$ cat src/rtl/ackfifo_ctrl.sv
// ackfifo_ctrl: 64x32 FIFO controller driving an external two-port RAM (write port C, read port A)
module ackfifo_ctrl #(
  parameter int AFULL_LEVEL  = 48,
  parameter int AEMPTY_LEVEL = 4
) (
  input  logic        CLK,
  input  logic        RESET,
  input  logic        WE,
  input  logic [31:0] DATA,
  input  logic        RE,
  output logic [31:0] Q,
  output logic        Q_VALID,
  output logic        FULL,
  output logic        EMPTY,
  output logic        AFULL,
  output logic        AEMPTY,
  output logic [6:0]  COUNT,
  output logic        OVERFLOW,
  output logic        UNDERFLOW,
  output logic [5:0]  C_ADDR,
  output logic [31:0] C_DIN,
  output logic        C_WEN,
  output logic        C_BLK,
  output logic [5:0]  A_ADDR,
  output logic        A_ADDR_EN,
  output logic        A_BLK,
  output logic        A_ADDR_SRST_N,
  input  logic [31:0] A_DOUT
);
  logic [5:0]  wr_ptr, rd_ptr;
  logic [6:0]  count, count_nx;
  logic [31:0] q_hold;
  logic        wr_ok, rd_ok;
  assign wr_ok         = WE & ~FULL & ~RESET;
  assign rd_ok         = RE & ~EMPTY & ~RESET;
  assign C_WEN         = wr_ok;
  assign C_BLK         = wr_ok;
  assign C_ADDR        = wr_ptr;
  assign C_DIN         = DATA;
  assign A_ADDR_EN     = rd_ok;
  assign A_BLK         = rd_ok;
  assign A_ADDR        = rd_ptr;
  assign A_ADDR_SRST_N = ~RESET;
  assign COUNT         = count;
  // RAM output is transparent: live data while valid, last popped word otherwise
  assign Q             = Q_VALID ? A_DOUT : q_hold;
  always_comb
    count_nx = (wr_ok & ~rd_ok) ? count + 7'd1 :
               (rd_ok & ~wr_ok) ? count - 7'd1 : count;
  always_ff @(posedge CLK) begin
    if (RESET) begin
      wr_ptr    <= '0;
      rd_ptr    <= '0;
      count     <= '0;
      FULL      <= 1'b0;
      EMPTY     <= 1'b1;
      AFULL     <= 1'b0;
      AEMPTY    <= 1'b1;
      Q_VALID   <= 1'b0;
      q_hold    <= '0;
      OVERFLOW  <= 1'b0;
      UNDERFLOW <= 1'b0;
    end else begin
      if (wr_ok) wr_ptr <= wr_ptr + 6'd1;
      if (rd_ok) rd_ptr <= rd_ptr + 6'd1;
      if (Q_VALID) q_hold <= A_DOUT;
      count     <= count_nx;
      FULL      <= count_nx == 7'd64;
      EMPTY     <= count_nx == 7'd0;
      AFULL     <= count_nx >= 7'(AFULL_LEVEL);
      AEMPTY    <= count_nx <= 7'(AEMPTY_LEVEL);
      Q_VALID   <= rd_ok;
      OVERFLOW  <= WE & ~wr_ok;
      UNDERFLOW <= RE & ~rd_ok;
    end
  end
endmodule

$ cat config.mk
export PLATFORM = sky130hd
export DESIGN_NAME = ackfifo_ctrl
export DESIGN_NICKNAME = d
export VERILOG_FILES = /design/src/rtl/ackfifo_ctrl.sv
export SDC_FILE = /design/constraint.sdc
export NUM_CORES = 1
export LEC_CHECK = 0
export ABC_AREA = 1
export CAP_MARGIN = 20
export CORE_AREA = 10 10 93 115
export CTS_CLUSTER_SIZE = 24
export DETAILED_ROUTE_END_ITERATION = 10
export DIE_AREA = 0 0 103 125
export HOLD_SLACK_MARGIN = 0.02
export PLACE_DENSITY_LB_ADDON = 0.1
export SETUP_SLACK_MARGIN = 0.15
export SKIP_LAST_GASP = 1
export SYNTH_ARGS = -nofsm -noshare
export SYNTH_HDL_FRONTEND = slang
export SYNTH_SLANG_ARGS = --single-unit
$ cat constraint.sdc
create_clock -name CLK -period 1.4 [get_ports CLK]
set_input_delay 0.28 -clock CLK [delete_from_list [all_inputs] [get_ports CLK]]
set_output_delay 0.28 -clock CLK [all_outputs]
set_load 0.01 [all_outputs]
==> results.yml <==
timing:
  worst_slack_ns: -0.1765
  hold_slack_ns: 0.4177
  max_freq_mhz: 634.3
  period_minus_slack_ns: 1.576
  worst_pin_slew_ns: 0.3895
  finalSetupViolCount: 38
  rsz0062_at_grt: "true"
  slew_headroom_pct: 74.04
  skew_ns: 0.006268
  slew_violations: 0
  finalCritPeriodShare_pct: 112.6
  hold_violations: 0
global_route:
  grt_max_degree: 37
  antenna_found_initial: 0
  grt_pass1_vias: 3101
  grt_overflow: 0
  track_usage_pct: 14.59
  grt_pass1_wl_mm: 14.99
finish:
  insertedDiodeCount: 0
  fin_nets: 649
  nFillCells: 741
  synthToLayoutAreaGrowth_pct: 96.40
  instances_no_fill: 682
  drive_gt1_share_pct: 61.51
yosys:
  yosysSeqAreaShare_pct: 41.24
  synth_cells: 400
  avgSynthCellArea_um2: 7.038
  synthMuxAreaShare_pct: 0
  synth_compound_area_share_pct: 9.422
  synthXorXnorAreaFrac_pct: 1.244
  synth_seq_cells: 58
  synth_top_family_by_area: "simple AND/OR/NAND/NOR gates"
  yosys_warnings: 0
  synthesis.nets: 472
  yosys.area_share.simple_pct: 31.42
  synthAdderAreaFrac_pct: 1.778
  ys_types: 27
  synth_area_um2: 2815
floorplan:
  io_pins: 163
  initial_core_util_pct: 32.89
  num_rows: 38
  die_x_um: 103
  die_h_um: 125
  die_area_um2: 12880
  core_um2: 8558
placement:
  place.gp.congestion: 0.8885
  dp_hpwl_mm: 6.260
  io_buffers: 98
  place_inst: 618
clock_network:
  root_buffer: "clkbuf_8"
  clk_pin_slew_ns: 0.06
  cts.path.max_buffers: 2
  cts.htree.levels: 3
  clk_latency_ns: 0.34
  cts_buffers: 9
  clock-sinks: 58
  cts_tree: "built"
drt:
  drtPass1Iterations: 4
  drc: 0
  antenna_left: 0
  drtIter0Drc: 81
  post_drt_via_cell_ratio: 4.648
  wl_mm: 9.975
  routed-via-count: 3170
  wire_per_inst_um: 14.63
pwr:
  ir_drop_uv: 613.4
  p_seq_share_pct: 33.2
  p_leak_nw: 2.602
  p_total_w: 0.005704
  p_clk_share_pct: 27.6
  combPwrFrac_pct: 39.3
  power_density_nw_per_um2: 1032
  internal_power_w: 0.003873
  swShare_pct: 32.11
  p_switching_w: 0.001831
worst_setup_path:
  crit_type: "flip-flop to output pin"
  worstPathMaxFanout: 8
  cp.arrival_ns: 1.30
  endpoint_kind: "output pin"
  critPathLaunchType: "flip-flop"
  cp.required_ns: 1.12
run_status:
  violations: "setup timing"
  outcome: "finished with violations"
run:
  max_cap_viol_count: 0
worst_hold_path:
  hp-class: "input pin to flip-flop"
[area by class of cell]
cell class | instances | area (µm²) | area share, %
Multi-Input combinational cell | 267 | 1815 | 32.84
Clock buffer | 13 | 190.2 | 3.440
Tap cell | 100 | 125.1 | 2.263
Sequential cell | 58 | 1221 | 22.09
Timing Repair Buffer | 214 | 2031 | 36.73
Clock inverter | 3 | 18.77 | 0.3394
Inverter | 27 | 127.6 | 2.308
[stage by stage]
stage | setup WS [ns] | area [µm²] | TNS (ns) | utilization, %
floorplan | 0.08724 | 2903 | 0 | -
global placement | -0.5002 | 4199 | -17.72 | 49.06
detailed placement | -0.5383 | 4199 | -18.29 | 49.06
CTS | -0.2065 | 4882 | -5.979 | 57.05
global route | -0.2535 | 5529 | -8.433 | 64.61
finish | -0.1765 | 5529 | -5.533 | 64.61
[kinds of logic (layout without fill, tap and decap cells)]
kind of cell / Yosys count / count (layout)
XOR/XNOR: 4 / 4
adder cells (fa/ha/maj): 4 / 4
AO/OA/AOI/OAI: 51 / 51
buffers and inverters: 76 / 257
flip-flops: 58 / 58
AND/OR/NAND/NOR: 207 / 208
[path summary, 6_finish.rpt]
| check | cells after the start | slack [ns] | to | from |
|---|---|---|---|---|
| worst min register to register | 2 | 0.47 | q_hold[13] | q_hold[13] |
| worst max-delay path | 6 | -0.18 | Q[29] | Q_VALID |
| worst min-delay path | 3 | 0.42 | COUNT[3] | RESET |
| worst max register to register | 12 | -0.11 | FULL | EMPTY |
[worst max-delay path, stage by stage (launching register included)]
cell     delay, ns
dfxtp_4       0.39
inv_8         0.05
buf_12        0.13
buf_16        0.15
nand2_4       0.07
nand2_2       0.05
buf_6         0.12
[cells in the mapped netlist, drive strengths merged]
cell,instances,share of area (%)
dfxtp,58,41
nand3,20,4.6
nor3,4,0.71
and3,2,0.44
nand2,157,21
nand4,1,0.22
nor2,23,4.0
ha,4,1.8
xor2,4,1.2
a21oi,42,7.5
clkbuf,10,1.4
inv,27,3.7
o21ai,5,0.89
o21a,4,1.1
buf,39,9.8
[flip-flops by register name (all words and copies together), names as in the netlist]
signal / cells
q_hold: 32
OVERFLOW: 1
FULL: 1
COUNT: 7
EMPTY: 1
Q_VALID: 1
UNDERFLOW: 1
A_ADDR: 6
AFULL: 1
AEMPTY: 1
C_ADDR: 6
[placed cells by master (no fill, tap or decap), types with 3 or more instances in the layout]
| master | count |
|---|---|
| buf_6 | 52 |
| clkdlybuf4s50_1 | 32 |
| xor2_1 | 3 |
| a21oi_1 | 40 |
| o21ai_2 | 3 |
| nand3_2 | 8 |
| dfxtp_2 | 6 |
| clkbuf_2 | 4 |
| nor2_2 | 8 |
| nand2_1 | 71 |
| dfxtp_4 | 14 |
| inv_2 | 10 |
| nand2_2 | 56 |
| nor3_1 | 4 |
| clkdlybuf4s15_1 | 3 |
| nor2_1 | 7 |
| nand2_4 | 30 |
| dfxtp_1 | 38 |
| inv_4 | 6 |
| buf_2 | 19 |
| buf_16 | 4 |
| inv_1 | 9 |
| buf_4 | 86 |
| nor2_4 | 8 |
| clkbuf_8 | 12 |
| clkdlybuf4s15_2 | 3 |
| nand3_4 | 7 |
| nand3_1 | 6 |
| buf_12 | 7 |
| o21a_1 | 4 |
[repair_timing]
| item | CTS | global route |
|---|---|---|
| resized for setup | 324 | 172 |
| cloned | 5 | 1 |
| hold buffers | 0 | 0 |
| setup endpoints to repair | 79 | 77 |
| endpoints found under the hold margin | 0 | 0 |
| pin swaps | 26 | 54 |
| setup buffers | 23 | 19 |
[per-layer routing]
layer	track usage (%)	share of wire, %	vias to the layer above
li1	-	-	1583
met3	6.997	7.9	19
met4	6.235	2.1	0
met5	0	0	-
met2	24.60	52	101
met1	14.84	38	1467
[power by group through the flow]
stage / Sequential, W / Clock (W) / Combinational (W)
3_5_place_dp: 0.00190 / 0 / 0.00155
6_report: 0.00189 / 0.00157 / 0.00224
3_3_place_gp: 0.00189 / 0 / 0.00155
2_1_floorplan: 0.00191 / 0 / 0.000790
4_1_cts: 0.00188 / 0.00164 / 0.00182
5_1_grt: 0.00191 / 0.00172 / 0.00240
(Power assumes the default switching activity.)
